### config.mk
export PLATFORM = sky130hd
export DESIGN_NAME = eisenberg_mutex_n
export DESIGN_NICKNAME = d
export VERILOG_FILES = /design/src/rtl/eisenberg_mutex_n.sv
export SDC_FILE = /design/constraint.sdc
export NUM_CORES = 1
export LEC_CHECK = 0
export ABC_AREA = 1
export BUFFER_PORTS_ARGS = -buffer_cell sky130_fd_sc_hd__clkbuf_2
export CELL_PAD_IN_SITES_DETAIL_PLACEMENT = 1
export CELL_PAD_IN_SITES_GLOBAL_PLACEMENT = 1
export CORE_MARGIN = 4
export CORE_UTILIZATION = 49
export CTS_CLUSTER_SIZE = 20
export DETAILED_ROUTE_END_ITERATION = 8
export GPL_TIMING_DRIVEN = 0
export MAX_ROUTING_LAYER = met4
export PLACE_DENSITY = 0.85
export SKIP_LAST_GASP = 1
export SLEW_MARGIN = 20
export SYNTH_ARGS = -nofsm -noshare
export SYNTH_HDL_FRONTEND = slang
export SYNTH_SLANG_ARGS = --single-unit
### constraint.sdc
create_clock -name clock -period 6.8 [get_ports clock]
set_clock_uncertainty 0.2 [all_clocks]
set_input_delay 0 -clock clock [delete_from_list [all_inputs] [get_ports clock]]
set_output_delay 0 -clock clock [all_outputs]
set_load 0.02 [all_outputs]
### src/rtl/eisenberg_mutex_n.sv
`default_nettype none
// +----------------------------------------------------------------------------+
// | Module  : eisenberg_mutex_n                                                |
// | Purpose : N-process Eisenberg-McGuire mutex, one process stepped per edge. |
// | Rev     : 1.0  initial release                                             |
// +----------------------------------------------------------------------------+
module eisenberg_mutex_n #(
  parameter int NPROC = 3,
  parameter int SELW  = 2,
  parameter int WAITW = 4,
  parameter int RR    = 0
) (
  input  logic             clock,
  input  logic             reset,
  input  logic [SELW-1:0]  select,
  input  logic             pause,
  output logic [SELW-1:0]  sel_q,
  output logic [NPROC-1:0] in_cs,
  output logic [SELW-1:0]  turn,
  output logic             mutex_err,
  output logic [NPROC-1:0] starve
);

  typedef enum logic [3:0] {
    L1  = 4'd0,  L2  = 4'd1,  L3  = 4'd2,  L4  = 4'd3,
    L5  = 4'd4,  L6  = 4'd5,  L7  = 4'd6,  L8  = 4'd7,
    L9  = 4'd8,  L10 = 4'd9,  L11 = 4'd10, L12 = 4'd11,
    L13 = 4'd12, L14 = 4'd13, L15 = 4'd14, L16 = 4'd15
  } pc_t;

  typedef enum logic [1:0] {
    F_IDLE    = 2'd0,
    F_WAITING = 2'd1,
    F_ACTIVE  = 2'd2
  } flag_t;

  localparam logic [SELW:0]    c_nproc    = (SELW+1)'(NPROC);
  localparam logic [SELW:0]    c_last_j   = (SELW+1)'(NPROC-1);
  localparam logic [SELW-1:0]  c_last_sel = (SELW)'(NPROC-1);
  localparam logic [WAITW-1:0] c_wait_max = '1;

  pc_t             r_pc   [NPROC];
  flag_t           r_flag [NPROC];
  logic [SELW:0]   r_j    [NPROC];
  logic [WAITW-1:0] r_wait [NPROC];
  logic [SELW-1:0] r_turn;
  logic [SELW-1:0] r_sel_q;
  logic [SELW-1:0] r_rr_ptr;
  logic            r_mutex_err;

  logic [SELW-1:0]  w_sel;
  pc_t              w_cur_pc;
  pc_t              w_pc_nx;
  flag_t            w_cur_flag;
  flag_t            w_flag_nx;
  flag_t            w_flag_j;
  flag_t            w_flag_turn;
  logic [SELW:0]    w_cur_j;
  logic [SELW:0]    w_j_nx;
  logic [SELW-1:0]  w_turn_nx;
  logic [NPROC-1:0] w_hit;
  logic [NPROC-1:0] w_cs_nx;
  logic [NPROC-1:0] w_busy_now;
  logic [NPROC-1:0] w_busy_next;
  logic             w_multi;

  function automatic logic [SELW:0] inc_mod(input logic [SELW:0] x);
    return (x >= c_last_j) ? '0 : x + 1'b1;
  endfunction

  always_comb begin
    if (RR != 0) begin
      w_sel = r_rr_ptr;
    end else if ({1'b0, select} >= c_nproc) begin
      w_sel = '0;
    end else begin
      w_sel = select;
    end
  end

  // Operand fetch for the stepped process; out-of-range indices read as idle.
  always_comb begin
    w_cur_pc    = L1;
    w_cur_flag  = F_IDLE;
    w_cur_j     = '0;
    w_flag_j    = F_IDLE;
    w_flag_turn = F_IDLE;
    for (int i = 0; i < NPROC; i++) begin
      if (w_sel == (SELW)'(i)) begin
        w_cur_pc   = r_pc[i];
        w_cur_flag = r_flag[i];
        w_cur_j    = r_j[i];
      end
    end
    for (int i = 0; i < NPROC; i++) begin
      if (w_cur_j == (SELW+1)'(i)) w_flag_j = r_flag[i];
      if (r_turn == (SELW)'(i))    w_flag_turn = r_flag[i];
    end
  end

  always_comb begin
    w_pc_nx   = w_cur_pc;
    w_flag_nx = w_cur_flag;
    w_j_nx    = w_cur_j;
    w_turn_nx = r_turn;
    case (w_cur_pc)
      L1:  begin w_flag_nx = F_WAITING; w_pc_nx = L2; end
      L2:  begin w_j_nx = {1'b0, r_turn}; w_pc_nx = L3; end
      L3:  w_pc_nx = (w_cur_j != {1'b0, w_sel}) ? L4 : L7;
      L4:  w_pc_nx = (w_flag_j != F_IDLE) ? L5 : L6;
      L5:  begin w_j_nx = {1'b0, r_turn}; w_pc_nx = L3; end
      L6:  begin w_j_nx = inc_mod(w_cur_j); w_pc_nx = L3; end
      L7:  begin w_flag_nx = F_ACTIVE; w_pc_nx = L8; end
      L8:  begin w_j_nx = '0; w_pc_nx = L9; end
      L9: begin
        if ((w_cur_j < c_nproc) &&
            ((w_cur_j == {1'b0, w_sel}) || (w_flag_j != F_ACTIVE))) begin
          w_j_nx = w_cur_j + 1'b1;
        end else begin
          w_pc_nx = L10;
        end
      end
      L10: begin
        if ((w_cur_j >= c_nproc) && ((r_turn == w_sel) || (w_flag_turn == F_IDLE)))
          w_pc_nx = L11;
        else
          w_pc_nx = L1;
      end
      L11: begin w_turn_nx = w_sel; w_pc_nx = L12; end
      L12: w_pc_nx = pause ? L12 : L13;
      L13: begin w_j_nx = inc_mod({1'b0, r_turn}); w_pc_nx = L14; end
      L14: begin
        if (w_flag_j == F_IDLE) w_j_nx = inc_mod(w_cur_j);
        else                    w_pc_nx = L15;
      end
      L15: begin w_turn_nx = w_cur_j[SELW-1:0]; w_pc_nx = L16; end
      L16: begin w_flag_nx = F_IDLE; w_pc_nx = pause ? L16 : L1; end
      default: w_pc_nx = L1;
    endcase
  end

  for (genvar g = 0; g < NPROC; g++) begin : g_proc
    pc_t w_pc_next;
    assign w_hit[g]       = (w_sel == (SELW)'(g));
    assign w_pc_next      = w_hit[g] ? w_pc_nx : r_pc[g];
    assign w_cs_nx[g]     = (w_pc_next == L12);
    assign w_busy_now[g]  = (r_pc[g] >= L2) && (r_pc[g] <= L11);
    assign w_busy_next[g] = (w_pc_next >= L2) && (w_pc_next <= L11);
    assign in_cs[g]       = (r_pc[g] == L12);
    assign starve[g]      = (r_wait[g] == c_wait_max);
  end

  assign w_multi = ($countones(w_cs_nx) > 1);

  always_ff @(posedge clock or posedge reset) begin
    if (reset) begin
      for (int i = 0; i < NPROC; i++) begin
        r_pc[i]   <= L1;
        r_flag[i] <= F_IDLE;
        r_j[i]    <= '0;
        r_wait[i] <= '0;
      end
      r_turn      <= '0;
      r_sel_q     <= '0;
      r_rr_ptr    <= '0;
      r_mutex_err <= 1'b0;
    end else begin
      for (int i = 0; i < NPROC; i++) begin
        if (w_hit[i]) begin
          r_pc[i]   <= w_pc_nx;
          r_flag[i] <= w_flag_nx;
          r_j[i]    <= w_j_nx;
        end
        // Waiting time accrues on every edge, scheduled or not.
        if (!w_busy_next[i])
          r_wait[i] <= '0;
        else if (w_busy_now[i] && (r_wait[i] != c_wait_max))
          r_wait[i] <= r_wait[i] + 1'b1;
      end
      r_turn   <= w_turn_nx;
      r_sel_q  <= w_sel;
      r_rr_ptr <= (r_rr_ptr == c_last_sel) ? '0 : r_rr_ptr + 1'b1;
      if (w_multi) r_mutex_err <= 1'b1;
    end
  end

  assign sel_q     = r_sel_q;
  assign turn      = r_turn;
  assign mutex_err = r_mutex_err;

endmodule
`default_nettype wire

Word level (Yosys, flattened, before mapping)
Cells that the tools add are included.
{"block": "totals", "output_inout_bits": 11, "word_cells": 142, "in_bits": 5, "reg_bits": 44}
{"block": "classes", "magnitude_cmp": 18, "mux": 39, "n_addsub": 7, "n_eq_ne": 40, "reduce_logical": 23}
{"operator": "== test 4 bit (second input constant)", "count": 17}
{"operator": "2-to-1 mux 4 bit", "count": 16}
{"operator": "case mux 4 bit (14 select lines)", "count": 1}
{"operator": "2-to-1 mux 3 bit", "count": 9}
{"operator": "greater-or-equal comparator 4 x 1 -> 1 bit (second input constant)", "count": 6}
{"operator": "<= comparator 4 bit (second input constant)", "count": 6}
{"operator": "2-to-1 mux 2 bit", "count": 9}
{"operator": "case mux 3 bit (6 select lines)", "count": 1}
{"operator": "== test 4 x 3 -> 1 bit (second input constant)", "count": 4}
{"operator": "adder 4 x 1 -> 4 bit (second input constant)", "count": 3}
{"operator": "inequality test 4 bit (second input constant)", "count": 3}
{"operator": "logical AND 1 bit", "count": 11}
{"operator": "== test 4 x 2 -> 1 bit (second input constant)", "count": 2}
{"operator": "zero test 2 bit", "count": 4}
{"operator": "greater-or-equal comparator 3 x 2 -> 1 bit (second input constant)", "count": 2}
{"operator": "inequality test 2 x 1 -> 1 bit (second input constant)", "count": 3}
{"operator": "case mux 2 bit (3 select lines)", "count": 1}
{"operator": "== test 2 x 1 -> 1 bit (second input constant)", "count": 2}
{"operator": "== test 2 bit (second input constant)", "count": 2}
{"operator": "== test 4 x 1 -> 1 bit (second input constant)", "count": 1}
{"operator": "greater-or-equal comparator 2 bit (second input constant)", "count": 2}
{"operator": "zero test 4 bit", "count": 1}
{"operator": "case mux 2 bit (2 select lines)", "count": 1}
{"operator": "nonzero test 2 bit", "count": 2}
{"operator": "17 further kinds", "count": 18}

Depth between registers and ports, before layout
{"block": "depth", "depth_word": 20, "ltp_mapped": 26, "ltp_nobuf": 25}

Least setup slack after synthesis
Ideal clock, no wire load.
{"block": "synth_timing", "kind": "input to register", "start": "input port select[0]", "end": "register r_mutex_err, in the netlist mutex_err", "t_required_ns": 6.482, "stages": 23, "slack_ns": 4.084, "path_buffers": 2, "arrival_time_ns": 2.398, "setup_time_ns": 0.118, "cell_sequence": "inv_1 > ha_1 > buf_6 > inv_2 > buf_4 > nand2_1 > nand2_2 > inv_1 > ha_1 > nor2_1 > nand3_1 > nand3_1 > nand2_1 > nand2_1 > nor2_1 > nor2_2 > nand3_1 > nand2_1 > inv_1 > and3_1 > ha_1 > nand4_1 > nand2_1"}
{"block": "synth_between", "elab_chain_cells": 20, "word_cells_on_any_way": 61, "classes_between": "2 x add/sub; 4 x order compare; 26 x eq/ne; 19 x mux; 10 x reduce/logical"}
{"item": "from (decl)", "line": "15", "text": "input logic [SELW-1:0] select,"}
{"item": "greater-or-equal comparator 2 bit (*)", "line": "74", "text": "end else if ({1'b0, select} >= c_nproc) begin"}
{"item": "2-to-1 mux 2 bit (*)", "line": "74"}
{"item": "named net w_sel[1]", "line": "51", "text": "logic [SELW-1:0] w_sel;"}
{"item": "zero test 2 bit", "line": "89, 144"}
{"item": "2-to-1 mux 3 bit (3 in series)", "line": "89", "text": "if (w_sel == (SELW)'(i)) begin"}
{"item": "zero test 3 bit", "line": "96", "text": "if (w_cur_j == (SELW+1)'(i)) w_flag_j = r_flag[i];"}
{"item": "2-to-1 mux 2 bit (3 in series)", "line": "96"}
{"item": "inequality test 2 bit", "line": "117", "text": "((w_cur_j == {1'b0, w_sel}) || (w_flag_j != F_ACTIVE))) begin"}
{"item": "(+2 left out)"}
{"item": "2-to-1 mux 4 bit", "line": "116", "text": "if ((w_cur_j < c_nproc) &&"}
{"item": "case mux 4 bit (14 select lines)", "line": "106", "text": "case (w_cur_pc)"}
{"item": "2-to-1 mux 4 bit (*)"}
{"item": "named net g_proc[0].w_pc_next[0]", "line": "143", "text": "pc_t w_pc_next;"}
{"item": "== test 4 bit (*)", "line": "146", "text": "assign w_cs_nx[g] = (w_pc_next == L12);"}
{"item": "adder 1 x 1 -> 2 bit (not written as such) (*)", "line": "153", "text": "assign w_multi = ($countones(w_cs_nx) > 1);"}
{"item": "adder 2 x 1 -> 3 bit (not written as such) (*)", "line": "153"}
{"item": "> comparator 3 x 1 -> 1 bit (*)", "line": "153"}
{"item": "to (signal assigned)", "line": "166", "text": "r_mutex_err <= 1'b0;"}
{"item": "to (signal assigned)", "line": "183", "text": "if (w_multi) r_mutex_err <= 1'b1;"}
{"item": "to (decl)", "line": "49", "text": "logic r_mutex_err;"}
The timed path passes the listed nets; every way through them passes the cells marked *.
A chain may end at the register's enable or synchronous reset.

Worst setup path after layout
{"block": "layout_timing", "start": "input port select[0]", "end": "register r_mutex_err, in the netlist mutex_err"}
{"block": "layout_between", "elab_chain_cells": 20, "word_cells_on_any_way": 61, "classes_between": "2 x add/sub; 4 x order compare; 26 x eq/ne; 19 x mux; 10 x reduce/logical"}
{"item": "greater-or-equal comparator 2 bit", "line": "74"}
{"item": "2-to-1 mux 2 bit (*)", "line": "74"}
{"item": "zero test 2 bit", "line": "89, 144"}
{"item": "2-to-1 mux 3 bit (3 in series)", "line": "89"}
{"item": "zero test 3 bit", "line": "96"}
{"item": "2-to-1 mux 2 bit (3 in series)", "line": "96"}
{"item": "inequality test 2 bit", "line": "117"}
{"item": "logical OR 1 bit", "line": "117"}
{"item": "logical AND 1 bit", "line": "116"}
{"item": "2-to-1 mux 4 bit", "line": "116"}
{"item": "case mux 4 bit (14 select lines)", "line": "106"}
{"item": "2-to-1 mux 4 bit (*)"}
{"item": "named net g_proc[0].w_pc_next[0]", "line": "143"}
{"item": "== test 4 bit (*)", "line": "146"}
{"item": "adder 1 x 1 -> 2 bit (not written as such) (*)", "line": "153"}
{"item": "adder 2 x 1 -> 3 bit (not written as such) (*)", "line": "153"}
{"item": "> comparator 3 x 1 -> 1 bit (*)", "line": "153"}
Marks and branches as above.

==> results.yml <==
run_status:
  status: "complete, no violations"
power:
  power.density_nw_per_um2: 377
  p_leak_nw: 1.88
  ir_drop_mv: 0.196
routing:
  dr.pass1.iters: 4
  via_per_inst: 5.53
  num_vias: 3021
  wl_per_cell_um: 16.4
  drc: 0
  routed_wl_mm: 8.97
  first_iter_violations: 189
  ant_nets: 0
yosys:
  synth_seq_area_share_pct: 34.4
  synth.distinct_cells: 44
  ys.warnings.count: 0
  syn_inst: 441
  yosys_register_bits: 44
  syn_nets: 457
  syn_area_sq_um: 3200
  syn_avg_cell_area_sq_um: 7.26
finish:
  drive_gt1_share_pct: 18.1
  layout_common_cells: "nand2_1 (122), nor2_1 (44), dfrtp_1 (44)"
  area_growth_pct: 10.2
  antenna_cells: 0
  nets: 484
  stdcell_area_sq_um: 3530
  final_common_cell: "nand2_1"
timing:
  tightest_slew_ns: 0.504
  holdWs_ns: 0.0268
  final.setup.tns_ns: 0
  max-slew-margin-rel_pct: 66.4
  drv_slew: 0
  setup_viol_count_final: 0
  hold_viol: 0
  period_needed_ns: 3.69
  post-route-period-util_pct: 54.3
  fmax_mhz: 271
  rsz0062_at_grt: "no"
die:
  fp.dieW_um: 88.8
  die_area_sq_um: 7890
  die_y_um: 88.8
  ios: 16
  row_count: 29
  start_util_pct: 50.4
  coreArea_sq_um: 6350
worst_setup_path:
  crit_required_ns: 6.80
  cp.arrival_ns: 3.69
  crit_fanout: 10
  cp_slowest_cell: "dlygate4sd3_1"
  cp_top_family: "simple AND/OR/NAND/NOR gates"
  path_buf_inv: 6
  critPathLaunchType: "primary input"
  end_kind: "register"
  criticalPathCategory: "in -> reg"
  path_common_cell: "nand2_1"
  slowest_delay_ns: 0.52
clock_tree:
  hold_buffers: 4
  clk_latency_ns: 0.30
  numCtsBuffers: 5
  post-cts-setup-buffers: 0
  path_clk_slew_ns: 0.09
  cts_tree: "done"
  clockBufferDepth: 2
  cts_sinks: 44
  clockRootBuffer: "clkbuf_8"
  htree_levels: 2
  cts_resized: 0
worst_hold_path:
  min_path_type: "in -> async"
grt:
  grt-ovfl-total: 0
  antenna_found_initial: 0
  grt.total_usage_pct: 25.4
  grt_pass1_wl_mm: 15.0
  grt_start_max_net_pins: 26
  first_global_vias: 3106
job:
  cap_violations: 0
placement:
  port_buffers: 15
  hpwl_mm: 7.06
  gp_congestion: 0.890
  placed_area_sq_um: 3390
[power breakdown]
part / switching (mW) / internal, mW / leakage (nW)
Clock: 0.0971 / 0.0828 / 0.0445
Sequential: 0.0907 / 0.362 / 0.553
Combinational: 0.459 / 0.237 / 1.29
Total: 0.647 / 0.682 / 1.88
[synthesized netlist by cell type]
library cell	n	area, sq um
nand2_4	4	45.0
nand3b_1	1	7.51
ha_1	11	138
xor2_1	11	96.3
mux2i_1	3	30.0
buf_6	4	45.0
a21boi_2	1	11.3
o221ai_1	1	8.76
nor3_1	3	15.0
o21ai_1	1	5.00
nand2_1	122	458
o21bai_4	1	18.8
buf_1	1	3.75
buf_4	2	15.0
o21a_1	1	7.51
nand2_2	20	125
or2_2	2	12.5
a21oi_2	1	8.76
dfrtp_1	44	1100
a31oi_1	5	31.3
buf_8	1	15.0
o21ai_0	17	85.1
buf_2	2	10.0
nor2_2	7	43.8
nand4_1	8	50.1
o311ai_0	2	17.5
a21oi_4	1	16.3
a22oi_1	1	7.51
a21oi_1	8	40.0
nand3_1	41	205
a211oi_1	1	7.51
inv_2	7	26.3
and3_1	1	6.26
nor2_4	4	45.0
inv_1	43	161
inv_4	1	6.26
nor2_8	1	20.0
nor4_1	1	6.26
o22ai_1	3	18.8
o211ai_1	3	22.5
clkbuf_1	1	3.75
a32oi_1	2	17.5
nor2_1	44	165
nand3_2	2	20.0
[routing by layer]
layer	global-route usage, %	share of wire, %
met1	32.1	44
met2	43.0	49
met3	3.72	5.9
met4	5.49	1.3
met5	-	0
[registers in the layout, summed over array words and instances, names as in the netlist]
signal,flops
mutex_err,1
r_flag,6
r_wait,12
r_j,9
r_pc,12
sel_q,2
turn,2
[cell type report]
type                            instances  area (sq um)
Fill cell                             842          2820
Multi-Input combinational cell        335          1810
Sequential cell                        44          1100
Inverter                               51           194
Timing Repair Buffer                   20           135
Tap cell                               77          96.3
Buffer                                 11          92.6
Clock buffer                            7          86.3
Clock inverter                          1          7.51
[final timing paths]
path                       startpoint         to  slack [ns]  cells after the start
max                         select[0]  mutex_err        3.11                     25
min                             reset  r_wait[3]        0.03                      3
max reg2reg                    r_j[7]  mutex_err        3.73                     20
min reg2reg                    r_j[4]     r_j[4]        0.29                      2
max in group asynchronous       reset     r_j[1]        5.88                      4
min in group clock              pause   r_pc[10]        0.12                      6
[worst register-to-register path: stages, from the launching register on]
cell and delay, ns:
dfrtp_1 0.36, nand3_1 0.08, nand2_1 0.06, nand2_1 0.09, nand2_2 0.18, inv_1 0.09
ha_1 0.23, nor2_1 0.11, nand3_1 0.10, nand3_1 0.10, nand2_1 0.05, nand2_1 0.12
nor2_1 0.06, nor2_2 0.19, nand3_1 0.13, nand2_1 0.14, inv_1 0.06, and3_1 0.16
ha_1 0.31, nand4_1 0.09, nand2_1 0.05
[per-stage QoR]
step / total power [mW] / utilization [%] / setup slack (ns) / instances
6_report: 1.33 / 55.5 / 3.11 / 546
3_5_place_dp: 1.15 / 53.4 / 3.34 / 534
2_1_floorplan: 0.965 / - / 4.08 / 441
5_1_grt: 1.45 / 55.5 / 2.83 / 546
3_3_place_gp: 1.11 / 53.1 / 3.46 / 533
4_1_cts: 1.33 / 55.5 / 3.11 / 546
[cell families after synthesis]
family                   share of synthesized area, %
AND/OR/NAND/NOR                                  38.3
buffers and inverters                            8.95
AO/OA/AOI/OAI                                    10.1
flip-flops                                       34.4
XOR/XNOR                                         3.01
adder cells (fa/ha/maj)                          4.30
multiplexers                                    0.938
Power figures use the tool's default switching activity.
